`src/rtl/mc_mainfsm_pkg.sv`:
```
// mc_pkg: shared state, opcode and datapath-select encodings for the multicycle main FSM
package mc_pkg;
  typedef enum logic [3:0] {
    FETCH, DECODE, MEMADR, MEMRD, MEMWB, MEMWR,
    RTYPEEX, RTYPEWB, BEQEX, ADDIEX, ADDIWB, JEX, BNEEX
  } statetype_t;
  localparam logic [5:0] OP_LW    = 6'b100011;
  localparam logic [5:0] OP_SW    = 6'b101011;
  localparam logic [5:0] OP_RTYPE = 6'b000000;
  localparam logic [5:0] OP_BEQ   = 6'b000100;
  localparam logic [5:0] OP_ADDI  = 6'b001000;
  localparam logic [5:0] OP_J     = 6'b000010;
  localparam logic [5:0] OP_BNE   = 6'b000101;
  localparam logic [1:0] ALUOP_ADD   = 2'b00;
  localparam logic [1:0] ALUOP_SUB   = 2'b01;
  localparam logic [1:0] ALUOP_FUNCT = 2'b10;
  localparam logic [1:0] SRCB_B     = 2'b00;
  localparam logic [1:0] SRCB_FOUR  = 2'b01;
  localparam logic [1:0] SRCB_IMM   = 2'b10;
  localparam logic [1:0] SRCB_IMMSH = 2'b11;
  localparam logic [1:0] PCSRC_ALU    = 2'b00;
  localparam logic [1:0] PCSRC_ALUOUT = 2'b01;
  localparam logic [1:0] PCSRC_JUMP   = 2'b10;
  function automatic logic is_mem_state(statetype_t s);
    return s inside {FETCH, MEMRD, MEMWR};
  endfunction
endpackage

```
`src/rtl/mc_mainfsm_if.sv`:
```
// mc_mainfsm_if: control bus between main FSM (master) and datapath (slave); branchne exists only with MAINFSM_BNE_EN
interface mc_mainfsm_if;
  logic [5:0] op;
  logic       mem_ready;
  logic       mem_req, memwrite, irwrite, pcwrite, branch, iord;
  logic       memtoreg, regdst, regwrite, alusrca;
  logic [1:0] alusrcb, pcsrc, aluop;
  logic       mem_err, illegal;
`ifdef MAINFSM_BNE_EN
  logic       branchne;
`endif
  modport master (
    input  op, mem_ready,
    output mem_req, memwrite, irwrite, pcwrite, branch, iord,
    output memtoreg, regdst, regwrite, alusrca, alusrcb, pcsrc, aluop,
    output mem_err, illegal
`ifdef MAINFSM_BNE_EN
    , output branchne
`endif
  );
  modport slave (
    output op, mem_ready,
    input  mem_req, memwrite, irwrite, pcwrite, branch, iord,
    input  memtoreg, regdst, regwrite, alusrca, alusrcb, pcsrc, aluop,
    input  mem_err, illegal
`ifdef MAINFSM_BNE_EN
    , input branchne
`endif
  );
endinterface

```
`src/rtl/mc_mainfsm_wdog.sv`:
```
// mainfsm_wdog: counts memory wait cycles and flags a timeout when the limit is reached without mem_ready
module mainfsm_wdog #(
  parameter int MAXWAIT = 15,
  parameter int CNTW    = 8
) (
  input  logic clk,
  input  logic reset,
  input  logic active,
  input  logic mem_ready,
  input  logic clr,
  output logic timeout
);
  logic [CNTW-1:0] cnt_q, cnt_d;
  assign timeout = active && !mem_ready && (cnt_q == CNTW'(MAXWAIT));
  always_comb cnt_d = clr ? '0 : (active && !mem_ready) ? cnt_q + CNTW'(1) : cnt_q;
  always_ff @(posedge clk)
    if (reset) cnt_q <= '0;
    else       cnt_q <= cnt_d;
endmodule

```
`src/rtl/mc_mainfsm.sv`:
```
// mc_mainfsm: multicycle MIPS main control FSM with memory watchdog; MAINFSM_BNE_EN adds bne (BNEEX, branchne)
module mc_mainfsm
  import mc_pkg::*;
#(
  parameter int MAXWAIT = 15,
  parameter int CNTW    = 8
) (
  input  logic          clk,
  input  logic          reset,
  mc_mainfsm_if.master  bus
);
  statetype_t state_q, state_d;
  logic mem_err_q, mem_err_d, illegal_q, illegal_d;
  logic active, timeout, clr, run;
  assign active = is_mem_state(state_q);
  assign clr    = state_d != state_q;
  assign run    = !reset;
  mainfsm_wdog #(.MAXWAIT(MAXWAIT), .CNTW(CNTW)) u_wdog (
    .clk, .reset, .active, .mem_ready(bus.mem_ready), .clr, .timeout
  );
  always_comb begin
    state_d   = state_q;
    illegal_d = 1'b0;
    case (state_q)
      FETCH:   state_d = bus.mem_ready ? DECODE : FETCH;
      DECODE:
        case (bus.op)
          OP_LW, OP_SW: state_d = MEMADR;
          OP_RTYPE:     state_d = RTYPEEX;
          OP_BEQ:       state_d = BEQEX;
          OP_ADDI:      state_d = ADDIEX;
          OP_J:         state_d = JEX;
`ifdef MAINFSM_BNE_EN
          OP_BNE:       state_d = BNEEX;
`endif
          default: begin
            state_d   = FETCH;
            illegal_d = 1'b1;
          end
        endcase
      MEMADR:  state_d = (bus.op == OP_LW) ? MEMRD : MEMWR;
      MEMRD:   state_d = bus.mem_ready ? MEMWB : MEMRD;
      MEMWR:   state_d = bus.mem_ready ? FETCH : MEMWR;
      RTYPEEX: state_d = RTYPEWB;
      ADDIEX:  state_d = ADDIWB;
      default: state_d = FETCH;
    endcase
    if (timeout) state_d = FETCH;
    mem_err_d = timeout;
  end
  always_ff @(posedge clk)
    if (reset) begin
      state_q   <= FETCH;
      mem_err_q <= 1'b0;
      illegal_q <= 1'b0;
    end else begin
      state_q   <= state_d;
      mem_err_q <= mem_err_d;
      illegal_q <= illegal_d;
    end
  // write strobes that complete a memory access also require mem_ready in that same cycle
  assign bus.mem_req  = run && active;
  assign bus.irwrite  = run && state_q == FETCH && bus.mem_ready;
  assign bus.pcwrite  = run && ((state_q == FETCH && bus.mem_ready) || state_q == JEX);
  assign bus.memwrite = run && state_q == MEMWR && bus.mem_ready;
  assign bus.regwrite = run && state_q inside {MEMWB, RTYPEWB, ADDIWB};
  assign bus.branch   = run && state_q == BEQEX;
  assign bus.iord     = state_q inside {MEMRD, MEMWR};
  assign bus.memtoreg = state_q == MEMWB;
  assign bus.regdst   = state_q == RTYPEWB;
  assign bus.alusrca  = state_q inside {MEMADR, RTYPEEX, BEQEX, ADDIEX, BNEEX};
  assign bus.alusrcb  = (state_q == FETCH) ? SRCB_FOUR :
                        (state_q == DECODE) ? SRCB_IMMSH :
                        (state_q inside {MEMADR, ADDIEX}) ? SRCB_IMM : SRCB_B;
  assign bus.pcsrc    = (state_q inside {BEQEX, BNEEX}) ? PCSRC_ALUOUT :
                        (state_q == JEX) ? PCSRC_JUMP : PCSRC_ALU;
  assign bus.aluop    = (state_q == RTYPEEX) ? ALUOP_FUNCT :
                        (state_q inside {BEQEX, BNEEX}) ? ALUOP_SUB : ALUOP_ADD;
  assign bus.mem_err  = mem_err_q;
  assign bus.illegal  = illegal_q;
`ifdef MAINFSM_BNE_EN
  assign bus.branchne = run && state_q == BNEEX;
`endif
endmodule

```
`src/flat_wrapper.sv`:
```
// flat-port wrapper written by rule: the top's interface ports become plain ports
module mc_mainfsm_flat import mc_pkg::*;
#(
  parameter int MAXWAIT = 15,
  parameter int CNTW    = 8
)
  (clk, reset, bus_op, bus_mem_ready, bus_mem_req, bus_memwrite, bus_irwrite, bus_pcwrite, bus_branch, bus_iord, bus_memtoreg, bus_regdst, bus_regwrite, bus_alusrca, bus_alusrcb, bus_pcsrc, bus_aluop, bus_mem_err, bus_illegal);
  mc_mainfsm_if bus_i ();
  input  logic clk;
  input  logic reset;
  input wire logic [$bits(bus_i.op)-1:0] bus_op;
  input wire logic [$bits(bus_i.mem_ready)-1:0] bus_mem_ready;
  output wire logic [$bits(bus_i.mem_req)-1:0] bus_mem_req;
  output wire logic [$bits(bus_i.memwrite)-1:0] bus_memwrite;
  output wire logic [$bits(bus_i.irwrite)-1:0] bus_irwrite;
  output wire logic [$bits(bus_i.pcwrite)-1:0] bus_pcwrite;
  output wire logic [$bits(bus_i.branch)-1:0] bus_branch;
  output wire logic [$bits(bus_i.iord)-1:0] bus_iord;
  output wire logic [$bits(bus_i.memtoreg)-1:0] bus_memtoreg;
  output wire logic [$bits(bus_i.regdst)-1:0] bus_regdst;
  output wire logic [$bits(bus_i.regwrite)-1:0] bus_regwrite;
  output wire logic [$bits(bus_i.alusrca)-1:0] bus_alusrca;
  output wire logic [$bits(bus_i.alusrcb)-1:0] bus_alusrcb;
  output wire logic [$bits(bus_i.pcsrc)-1:0] bus_pcsrc;
  output wire logic [$bits(bus_i.aluop)-1:0] bus_aluop;
  output wire logic [$bits(bus_i.mem_err)-1:0] bus_mem_err;
  output wire logic [$bits(bus_i.illegal)-1:0] bus_illegal;
  assign bus_i.op = bus_op;
  assign bus_i.mem_ready = bus_mem_ready;
  assign bus_mem_req = bus_i.mem_req;
  assign bus_memwrite = bus_i.memwrite;
  assign bus_irwrite = bus_i.irwrite;
  assign bus_pcwrite = bus_i.pcwrite;
  assign bus_branch = bus_i.branch;
  assign bus_iord = bus_i.iord;
  assign bus_memtoreg = bus_i.memtoreg;
  assign bus_regdst = bus_i.regdst;
  assign bus_regwrite = bus_i.regwrite;
  assign bus_alusrca = bus_i.alusrca;
  assign bus_alusrcb = bus_i.alusrcb;
  assign bus_pcsrc = bus_i.pcsrc;
  assign bus_aluop = bus_i.aluop;
  assign bus_mem_err = bus_i.mem_err;
  assign bus_illegal = bus_i.illegal;
  mc_mainfsm #(.MAXWAIT(MAXWAIT), .CNTW(CNTW)) u_core (.clk(clk), .reset(reset), .bus(bus_i));
endmodule
```
`config.mk`:
```
export PLATFORM = sky130hd
export DESIGN_NAME = mc_mainfsm_flat
export DESIGN_NICKNAME = d
export VERILOG_FILES = /design/src/rtl/mc_mainfsm_pkg.sv /design/src/rtl/mc_mainfsm_if.sv /design/src/rtl/mc_mainfsm_wdog.sv /design/src/rtl/mc_mainfsm.sv /design/src/flat_wrapper.sv
export SDC_FILE = /design/constraint.sdc
export NUM_CORES = 1
export LEC_CHECK = 0
export ABC_AREA = 1
export CORE_AREA = 10 10 53 64
export CTS_CLUSTER_DIAMETER = 200
export DETAILED_ROUTE_END_ITERATION = 6
export DIE_AREA = 0 0 63 74
export GPL_ROUTABILITY_DRIVEN = 0
export PLACE_DENSITY = 0.8
export SLEW_MARGIN = 20
export SYNTH_ARGS = -nofsm -noshare
export SYNTH_HDL_FRONTEND = slang
export SYNTH_HIERARCHICAL = 1
export SYNTH_SLANG_ARGS = --single-unit
```
`constraint.sdc`:
```
create_clock -name clk -period 6.39 [get_ports clk]
set_input_delay 1.278 -clock clk [delete_from_list [all_inputs] [get_ports clk]]
set_output_delay 1.278 -clock clk [all_outputs]
set_load 0.01 [all_outputs]
```
[Word level (Yosys, flattened, before mapping)]
Index checks and enable logic that the tools add are counted.
W data, S select, Z words.
Cells by class
  mux-type cells: 15
  eq/ne operators: 19
  $add $sub $neg: 1
  bitwise logic cells: 1
  reductions and logical operators: 26
Operators with widths (count)
  $pmux W4 S7: 1
  $eq A4 B4 Y1 const B: 5
  $pmux W4 S5: 1
  $eq A4 B3 Y1 const B: 4
  $eq A6 B6 Y1 const B: 2
  $mux W2: 6
  $logic_and A1 B1 Y1: 11
  $mux W3: 3
  $add A8 B1 Y8 const B: 1
  $eq A4 B2 Y1 const B: 2
  $eq A8 B4 Y1 const B: 1
  $eq A6 B2 Y1 const B: 1
  $eq A6 B3 Y1 const B: 1
  $eq A6 B4 Y1 const B: 1
  $logic_not A6 Y1: 1
  $reduce_bool A2 Y1: 3
  $reduce_bool A3 Y1: 2
  $reduce_or A2 Y1: 3
  $reduce_or A6 Y1: 1
  $reduce_bool A5 Y1: 1
  $eq A4 B1 Y1 const B: 1
  $logic_not A4 Y1: 1
  $mux W4: 1
  $ne A4 B4 Y1: 1
  4 further kinds: 7
Storage, ports and cells
  logic and storage cells: 66
  bits in registers: 14
  bits of input ports: 9
  output and inout port bits: 18

[Logic depth before layout (Yosys ltp)]
Gate-level depths: netlist (run 1).
  word-level depth: 7
  gate-level depth with buffers: 16
  mapped depth without buffers: 16

[Hierarchy]
Netlist (run 1), hierarchy kept.
By module, submodules not included
  mc_mainfsm: instances 1, cells each 134, area an instance 683.2 sq um, seq. area each 120.1 sq um
  mainfsm_wdog: instances 1, cells each 56, area an instance 400.4 sq um, seq. area each 160.2 sq um

[Worst setup path before layout (run 1)]
No wires, ideal clock.
  path type: input to output
  from: input port reset
  to: output port bus_branch
  arrival: 1769 ps
  stages: 2
  setup slack: 3343 ps
  cell sequence: clkbuf_1 nor3_1
Between the ends
  word-level cells in the longest chain between the ends: 2
RTL lines
  start, declared: RTL line flat_wrapper.sv:10  | input logic reset;
  $logic_not A1 Y1: RTL line mc_mainfsm.sv:17  | assign run = !reset;
  $logic_and A1 B1 Y1: RTL line mc_mainfsm.sv:67  | assign bus.branch = run && state_q == BEQEX;
  end, declared: RTL line flat_wrapper.sv:17  | output wire logic [$bits(bus_i.branch)-1:0] bus_branch;
Every way passes these cells.

[Worst setup path in the final report (run 1)]
  from: input port reset
  to: output port bus_regwrite
Between the ends
  word-level cells in the longest chain between the ends: 2
RTL lines
  $logic_not A1 Y1: RTL line mc_mainfsm.sv:17
  $logic_and A1 B1 Y1: RTL line mc_mainfsm.sv:66  | assign bus.regwrite = run && state_q inside {MEMWB, RTYPEWB, ADDIWB};
  end, declared: RTL line flat_wrapper.sv:21  | output wire logic [$bits(bus_i.regwrite)-1:0] bus_regwrite;
Every way passes these cells.

==> results.md, run 1 <==
* Setup bufs post-CTS at 0
* Final wirelength at 2.81 mm
* Chip height at 74 µm
* Setup crit end kind: primary output
* Sequential share of the synthesized area at 25.9%
* Routed Antenna Nets at 0
* Met2 WL at 1.52 mm
* Starting Density at 49.0%
* Worst Skew at 2.95 ps
* Clock buffer depth at 2
* # resized after CTS at 0
* R2R depth at 14
* Worst rel slew slack at 67.1%
* Crit path max-delay family: buffers and inverters
* Final core utilization at 64.0%
* Register bit total from synthesis at 14
* Top Layer Used: met4
* Top post-synthesis cells by area: dfxtp_1 (26%), nand2_1 (18%), nor2_1 (14%), nand3_1 (10%), inv_1 (8.3%)
* CP max-delay cell: clkdlybuf4s50_1
* Ys Warns at 6
* Die Area at 4660 µm²
* Clock sink total at 14
* Filler cells at 218
* Final Max Slew Viols at 0
* CTS Buf Count at 3
* Via count at 1243
* WP data arrival at 2840 ps
* Crit path max fanout at 13
* Vias in the first global route at 1143
* Cell taking the most area after synthesis: dfxtp_1
* Setup TNS at 0 ps
* Multi-input logic area at 694 µm²
* Worst path most repeated cell: clkdlybuf4s50_1
* Hold Slack at 492 ps
* CP max stage delay at 650 ps
* Synthesized area at 1080 µm²
* WP depth at 4
* CTS root buffer: clkbuf_4
* GR Overflow Total at 0
* Maximum vdd drop at 0.125 mV
* Post-Syn Area per Cell at 5.70 µm²
* Vias per cell at 4.97
* CP endpoint: bus_regwrite
* Count leader, synth: nand2_1
* Primary FF master, synth: dfxtp_1
* Global-route wire length before repair at 4.69 mm
* I/O pin count at 27
* NumNets Final at 230
* Worst Tran Pin Value at 492 ps
* Setup violators final at 0
* Wl on met1 at 1.11 mm
* Area share of the largest cell type after synthesis at 25.9%
* Area Growth Syn to Fin at 30.6%
* Post-synth EDFFs at 0
* Initial antenna violation count at 0
* CTS H-tree depth at 1
* Post-synth top cells: nand2_1 (52), nor2_1 (41), inv_1 (24), nand3_1 (22), dfxtp_1 (14)
* Outcome: completed
* Final period util at 64.5%
* Cells after synthesis at 190
* Leakage Power at 0.698 nW
* Critical path cell sequence: clkdlybuf4s50_1 > or2_1 > inv_1 > clkdlybuf4s50_1
* CTS tree: built
* PwrDens at 135 nW/µm²
* HPWL after DPL at 2.41 mm
* Crit path time final at 4120 ps
* Fin. Hold Viols at 0
* Insertion delay of the later-clocked pin in the worst-skew pair at 270 ps
* Largest net degree at the start of global routing at 14
* Design area at 1420 µm²
* FFs w/ async S/R, synth at 0%
* Bufs and invs on worst path at 3
* GR Util All Layers at 12.0%
* Cell variety after synth at 25
* DP Area at 1380 µm²
* WS Path Type: input pin to primary output
* Core Area at 2210 µm²
* Origin of the worst setup path: reset
* Cts hold-fix bufs at 0
* Startpoint types: input pin
* Req. time, crit path at 5110 ps
* Syn nets at 200
* Cell Rows at 19
* R2R Path End: u_core/u_wdog/cnt_q[2]
* HP Class: flip-flop to flip-flop
* Max Cap Violations at 0
* Total Power at 191 µW
* DR WL/cell at 11.2 µm
* R2R Path Start: u_core/state_q[2]
* Die X at 63 µm
* Clock slew at reported path FFs at 80 ps
* Unrepaired setup endpoints after global routing: false
* Post-detailed-route DRC marker count at 0
* Drt first pass iters at 6
* Fmax at 0.243 GHz
* Storage element area at 280 µm²
* R2r setup slk at 3790 ps
* Met3 WL at 125 µm
* Port Buffers at 26
* Starting DRT DRC Count at 67
* Share of cells above drive strength 1 at 8.68%
* ANT cells at 0
-- final cells by class --
| cell class | count | area share [%] |
|---|---|---|
| Clock buffer | 4 | 2.56 |
| Inverter | 28 | 7.43 |
| Sequential cell | 14 | 19.8 |
| Tap cell | 31 | 2.74 |
| Multi-Input combinational cell | 147 | 49.1 |
| Timing Repair Buffer | 26 | 18.4 |
-- power breakdown --
part           switching [mW]  internal, mW  total [mW]
combinational          0.0219        0.0166      0.0385
clock                  0.0266        0.0346      0.0612
sequential            0.00171        0.0891      0.0908
-- flip-flops by register name (all words and copies together), names as in the netlist --
| register | flops |
|---|---|
| u_core/u_wdog/cnt_q | 8 |
| u_core/bus.illegal | 1 |
| u_core/state_q | 4 |
| u_core/bus.mem_err | 1 |
-- kinds of logic (layout without fill, tap and decap cells) --
group / after synthesis / after routing / synth area share (%)
AO/OA/AOI/OAI: 12 / 12 / 6.12
adder cells (fa/ha/maj): 1 / 1 / 1.15
buffers and inverters: 29 / 58 / 10.0
flip-flops: 14 / 14 / 25.9
AND/OR/NAND/NOR: 134 / 134 / 56.8
-- how the worst min path moves through the flow --
stage / slack (ps) / endpoint / startpoint / depth (start not counted)
after global placement: 460 / u_core/u_wdog/cnt_q[2] / u_core/u_wdog/cnt_q[2] / 2
after global routing: 520 / u_core/u_wdog/cnt_q[2] / u_core/u_wdog/cnt_q[2] / 2
after detailed placement: 480 / u_core/u_wdog/cnt_q[2] / u_core/u_wdog/cnt_q[2] / 2
after floorplan: 450 / u_core/u_wdog/cnt_q[2] / u_core/u_wdog/cnt_q[2] / 2
final: 490 / u_core/u_wdog/cnt_q[2] / u_core/u_wdog/cnt_q[2] / 2
after CTS: 490 / u_core/u_wdog/cnt_q[2] / u_core/u_wdog/cnt_q[2] / 2
-- worst min-delay path: stages, from the launching register on --
cell	delay, ps
dfxtp_1	330
inv_1	70
a21oi_1	50
-- per-layer routing --
| metal | global-route usage (%) | vias to the layer above |
|---|---|---|
| li1 | - | 659 |
| met1 | 11.4 | 541 |
| met2 | 24.3 | 37 |
| met3 | 2.55 | 6 |
| met4 | 4.98 | 0 |
| met5 | 0 | - |
-- placed cells by master (no fill, tap or decap), drive strengths merged, types with 3 or more instances in the layout --
cell type,instances
a21oi,5
dfxtp,14
clkbuf,4
nor3,3
nor2,48
clkdlybuf4s50,26
nand3,24
inv,27
nand2,55
o21ai,4
-- through the flow --
| step | instances | worst slack (ps) |
|---|---|---|
| after floorplan | 190 | 3340 |
| after global placement | 246 | 2270 |
| after detailed placement | 246 | 2240 |
| after CTS | 250 | 2230 |
| after global routing | 250 | 2150 |
| final | 250 | 2270 |
Note: power is estimated with default switching activity, not from simulation.
==> run 2: changes to the inputs <==
--- a/config.mk
+++ b/config.mk
@@ -6,12 +6,12 @@
 export NUM_CORES = 1
 export LEC_CHECK = 0
 export ABC_AREA = 1
-export CORE_AREA = 10 10 53 64
+export CORE_AREA = 10 10 55 66
 export CTS_CLUSTER_DIAMETER = 200
 export DETAILED_ROUTE_END_ITERATION = 6
-export DIE_AREA = 0 0 63 74
+export DIE_AREA = 0 0 65 76
 export GPL_ROUTABILITY_DRIVEN = 0
-export PLACE_DENSITY = 0.8
+export PLACE_DENSITY = 0.75
 export SLEW_MARGIN = 20
 export SYNTH_ARGS = -nofsm -noshare
 export SYNTH_HDL_FRONTEND = slang
==> constraint.sdc (replaced) <==
create_clock -name clk -period 3.8 [get_ports clk]
set_input_delay 0.76 -clock clk [delete_from_list [all_inputs] [get_ports clk]]
set_output_delay 0.76 -clock clk [all_outputs]
set_load 0.01 [all_outputs]
==> run 2 against run 1 <==
Effect of this change: worst setup slack worse by 1400 ps; via count increased by 0.64%; register-to-register slack lost 2700 ps; core utilization decreased by 5.9 points; clock skew is 1.6 ps lower; worst hold slack improved by 23 ps; first-iteration DRC count down 12%; critical endpoint is now bus_pcwrite; final cell count rose by 0.80%.
==> results.md, run 2 (synthesis results as in run 1) <==
* Unrepaired setup endpoints after global routing: false
* Setup crit end kind: primary output
* Filler cells at 255
* Die Area at 4940 µm²
* PwrDens at 209 nW/µm²
* # resized after CTS at 0
* Setup Slack @ Placement at 826 ps
* Share of cells above drive strength 1 at 8.68%
* Commonest non-fill, non-tap cell in the layout: nand2_1
* Drt first pass iters at 4
* R2R Path Start: u_core/state_q[0]
* Cts hold-fix bufs at 0
* Hold path start: u_core/u_wdog/cnt_q[0]
* I/O pin count at 27
* Critical path cell sequence: clkdlybuf4s50_1 > nand3_1 > a21oi_1 > clkdlybuf4s50_1
* Final core utilization at 58.1%
* Port Buffers at 26
* Hold Slack at 516 ps
* Setup violators final at 0
* Total Power at 296 µW
* Starting DRT DRC Count at 59
* Chip height at 76 µm
* Fmax at 0.342 GHz
* Worst Skew at 1.35 ps
* HPWL after DPL at 2.51 mm
* Area Growth Syn to Fin at 30.3%
* Worst path most repeated cell: clkdlybuf4s50_1
* Largest regs: u_core/u_wdog/cnt_q x8, u_core/state_q x4
* Post-detailed-route DRC marker count at 0
* DR WL/cell at 11.9 µm
* DP Area at 1390 µm²
* Setup bufs post-CTS at 0
* Leakage Power at 0.696 nW
* ANT cells at 0
* CP max-delay cell: clkdlybuf4s50_1
* Worst Tran Pin Value at 330 ps
* CP max stage delay at 550 ps
* Largest net degree at the start of global routing at 13
* Hold endpoint: u_core/u_wdog/cnt_q[0]
* Origin of the worst setup path: bus_mem_ready
* R2R depth at 15
* Fin. Hold Viols at 0
* Routed Antenna Nets at 0
* Final Max Slew Viols at 0
* Placed insts at 249
* Final wirelength at 3.01 mm
* Clock slew at reported path FFs at 70 ps
* Cell Rows at 20
* Final period util at 77.0%
* Outcome: completed
* Max reg flops at 8
* Crit path max fanout at 4
* CTS tree: built
* GR Util All Layers at 12.5%
* Initial antenna violation count at 0
* Setup TNS at 0 ps
* NumNets Final at 231
* PnR worst setup slack at 875 ps
* Insertion delay of the later-clocked pin in the worst-skew pair at 270 ps
* Final Non-Filler Cells at 252
* CTS root buffer: clkbuf_4
* Hold path cells at 2
* WP data arrival at 2160 ps
* Via count at 1251
* HP Class: flip-flop to flip-flop
* Most frequent cells in the layout: nand2_1 (52), nor2_1 (41), clkdlybuf4s50_1 (26)
* Global-route wire length before repair at 5.23 mm
* CTS Buf Count at 3
* Clock buffer depth at 2
* Vias in the first global route at 1278
* Worst rel slew slack at 77.9%
* Die X at 65 µm
* Core Area at 2430 µm²
* R2r setup slk at 1120 ps
* Max Cap Violations at 0
* GR Overflow Total at 0
* Vias per cell at 4.96
* Req. time, crit path at 3040 ps
* CTS H-tree depth at 1
* Startpoint types: input pin
* R2R Path End: u_core/u_wdog/cnt_q[2]
* Crit path time final at 2920 ps
* Clock sink total at 14
* Design area at 1410 µm²
* Largest Register: u_core/u_wdog/cnt_q
* Maximum vdd drop at 0.188 mV
* Starting Density at 44.6%
* WS Path Type: input pin to primary output
[run 2: cell count changes in the layout (fill, tap and decap cells not counted), sizes merged]
cell    before  now
buf          0    1
clkbuf       4    3
[run 2: per-layer routing]
metal  wire length [µm]  track usage (%)  vias up  share of wire (%)
met1               1180             12.3      563                 39
met2               1710             24.3       30                 57
met4                 13             3.86        0               0.43
met5                  0                0        -                  0
li1                   -                -      656                  -
met3                108             2.65        2                3.6
[run 2: final cells by class]
cell class	count	area (µm²)	share of cell area, %
well taps	33	41.3	2.93
inverters	28	105	7.45
flip-flops and latches	14	280	19.9
repair buffers	27	268	19.0
clock buffers	3	22.5	1.60
multi-input cells	147	694	49.2
[run 2: critical path: cells and delay by family]
kind / cells / cell delay [ps]
AO/OA/AOI/OAI: 1 / 170
AND/OR/NAND/NOR: 1 / 150
buffers and inverters: 2 / 1080
[run 2: report_power, final]
group	total (mW)	switching, mW	internal (mW)	leakage [nW]
clock network	0.0770	0.0404	0.0366	0.0138
registers	0.153	0.00296	0.150	0.113
logic	0.0657	0.0371	0.0287	0.568
[run 2: worst max path at each step]
stage | end | slack [ps] | depth (start not counted)
final | bus_pcwrite | 880 | 4
after global routing | bus_regwrite | 780 | 8
after CTS | bus_pcwrite | 880 | 4
after detailed placement | u_core/u_wdog/cnt_q[2] | 830 | 13
after global placement | u_core/u_wdog/cnt_q[2] | 920 | 13
after floorplan | u_core/u_wdog/cnt_q[2] | 1630 | 14
==> run 3: changes to the inputs <==
--- a/config.mk
+++ b/config.mk
@@ -6,12 +6,12 @@
 export NUM_CORES = 1
 export LEC_CHECK = 0
 export ABC_AREA = 1
-export CORE_AREA = 10 10 55 66
+export CORE_AREA = 10 10 57 68
 export CTS_CLUSTER_DIAMETER = 200
 export DETAILED_ROUTE_END_ITERATION = 6
-export DIE_AREA = 0 0 65 76
+export DIE_AREA = 0 0 67 78
 export GPL_ROUTABILITY_DRIVEN = 0
-export PLACE_DENSITY = 0.75
+export PLACE_DENSITY = 0.72
 export SLEW_MARGIN = 20
 export SYNTH_ARGS = -nofsm -noshare
 export SYNTH_HDL_FRONTEND = slang
==> constraint.sdc (replaced) <==
create_clock -name clk -period 2.68 [get_ports clk]
set_input_delay 0.536 -clock clk [delete_from_list [all_inputs] [get_ports clk]]
set_output_delay 0.536 -clock clk [all_outputs]
set_load 0.01 [all_outputs]
==> run 3 against run 2 <==
Effect of this change: critical path depth is 4 higher; final cell count is 1.6% higher; register-to-register slack worse by 840 ps; clock power is 94% higher; clock skew hardly changed; non-clock buffer count is 2 higher; worst hold slack worse by 16 ps; design area is 3.1% higher; clock-buffer cell count is 1 higher; global-route usage is 1.1 points lower; highest routed layer unchanged.
==> results.md, run 3 (synthesis results as in run 1) <==
* Outcome: completed
* Storage element area at 283 µm²
* Largest regs: u_core/u_wdog/cnt_q x8, u_core/state_q x4
* Final period util at 94.3%
* Largest net degree at the start of global routing at 10
* R2r setup slk at 280 ps
* Total Power at 459 µW
* GR Util All Layers at 11.3%
* Port Buffers at 26
* Final Max Slew Viols at 0
* Die Area at 5230 µm²
* Vias per cell at 4.77
* Starting DRT DRC Count at 40
* PnR worst setup slack at 153 ps
* Drt first pass iters at 4
* Maximum vdd drop at 0.320 mV
* Largest Register: u_core/u_wdog/cnt_q
* CTS Buf Count at 3
* Fin. Hold Viols at 0
* ANT cells at 0
* Max reg flops at 8
* DR WL/cell at 11.0 µm
* NumNets Final at 233
* I/O pin count at 27
* Worst Skew at 0.974 ps
* Max Cap Violations at 0
* Die X at 67 µm
* Insertion delay of the later-clocked pin in the worst-skew pair at 280 ps
* CTS tree: built
* HP Class: flip-flop to flip-flop
* Multi-input logic area at 702 µm²
* R2R Path Start: u_core/state_q[2]
* CTS H-tree depth at 1
* Cell Rows at 21
* Sw Ratio at 26.7%
* Area Growth Syn to Fin at 34.3%
* Share of cells above drive strength 1 at 11.7%
* WS Path Type: flip-flop to primary output
* Final wirelength at 2.82 mm
* Core Area at 2650 µm²
* P_int at 336 µW
* HPWL after DPL at 2.34 mm
* Placed insts at 251
* CTS root buffer: clkbuf_4
* NetSw at 122 µW
* Hold endpoint: u_core/u_wdog/cnt_q[2]
* Final Non-Filler Cells at 256
* Crit path time final at 2530 ps
* Setup crit end kind: primary output
* Global-route wire length before repair at 4.90 mm
* R2R depth at 15
* Hold path start: u_core/u_wdog/cnt_q[2]
* Initial antenna violation count at 0
* Filler cells at 292
* Commonest non-fill, non-tap cell in the layout: nand2_1
* Clock sink total at 14
* Req. time, crit path at 2140 ps
* Clock buffer depth at 2
* PwrDens at 315 nW/µm²
* Combinational Power Share at 20.1%
* Setup violators final at 0
* Most frequent cells in the layout: nand2_1 (52), nor2_1 (40), clkdlybuf4s50_1 (26)
* Routed Antenna Nets at 0
* GR Overflow Total at 0
* Leakage Power at 0.715 nW
* Startpoint types: flip-flop
* Design area at 1460 µm²
* Reg power frac at 47.3%
* DP Area at 1400 µm²
* Setup Slack @ Placement at 33.7 ps
* R2R Path End: u_core/u_wdog/cnt_q[2]
* Chip height at 78 µm
* Starting Density at 40.8%
* Vias in the first global route at 1173
* Clock slew at reported path FFs at 80 ps
* Worst rel slew slack at 78.0%
* Via count at 1220
* Clock power share at 32.6%
* Hold path cells at 2
* Post-detailed-route DRC marker count at 0
* Crit path max fanout at 7
* WP data arrival at 1990 ps
* Worst Tran Pin Value at 328 ps
* Fmax at 0.396 GHz
* Cts hold-fix bufs at 0
[run 3: cell count changes in the layout (fill, tap and decap cells not counted)]
cell | previous run | this run
clkinv_1 | 1 | 0
dfxtp_1 | 14 | 12
buf_4 | 1 | 3
nor2_1 | 41 | 40
clkbuf_8 | 0 | 1
nor2_4 | 4 | 5
dfxtp_2 | 0 | 2
clkinvlp_4 | 0 | 1
[run 3: metal layers]
layer  routed length, µm  part of all wire [%]  global-route usage [%]  vias up
li1                    -                     -                       -      662
met1                1170                    42                    12.4      517
met2                1400                    50                    20.2       35
met3                 192                   6.8                    2.16        6
met4                  53                   1.9                    4.94        0
met5                   0                     0                       0        -
[run 3: per-stage QoR]
stage	util (%)	hold slack (ps)	setup TNS (ps)
2_1_floorplan	-	452	0
3_3_place_gp	52.7	469	0
3_5_place_dp	52.7	479	0
4_1_cts	54.0	493	0
5_1_grt	54.8	545	-42.4
6_report	54.8	499	0
[run 3: worst max path at each step]
stage	slack (ps)	to	start
after CTS	50	bus_regwrite	u_core/state_q[2]
after detailed placement	30	u_core/u_wdog/cnt_q[2]	bus_mem_ready
after global placement	130	u_core/u_wdog/cnt_q[2]	bus_mem_ready
after global routing	-30	u_core/u_wdog/cnt_q[2]	u_core/state_q[0]
after floorplan	510	u_core/u_wdog/cnt_q[2]	u_core/state_q[3]
final	150	bus_regwrite	u_core/state_q[2]
[run 3: power by group through the flow]
stage / logic (mW) / clock network (mW) / registers (mW)
floorplan: 0.0544 / 0 / 0.221
global placement: 0.0926 / 0 / 0.222
detailed placement: 0.0927 / 0 / 0.221
CTS: 0.0932 / 0.155 / 0.217
global route: 0.105 / 0.161 / 0.217
finish: 0.0924 / 0.149 / 0.217
[run 3: area by class of cell]
type,instances,share of cell area (%)
multi-input cells,147,48.2
flip-flops and latches,14,19.4
repair buffers,29,19.4
inverters,28,7.48
well taps,34,2.92
clock buffers,4,2.49
[run 3: worst max-delay path, cell delays in order (launching register included)]
cell and delay (ps):
dfxtp_2 430, inv_2 70, nor2_4 130, inv_1 70, nor2_1 120, a211oi_1 90, or2_1 220, inv_1 50
clkdlybuf4s50_1 520
[run 3: timing repair]
| item | 4_1_cts | 5_1_grt |
|---|---|---|
| endpoints found under the setup margin | 0 | 9 |
| gates resized for setup | 0 | 5 |
| buffers inserted | 0 | 1 |
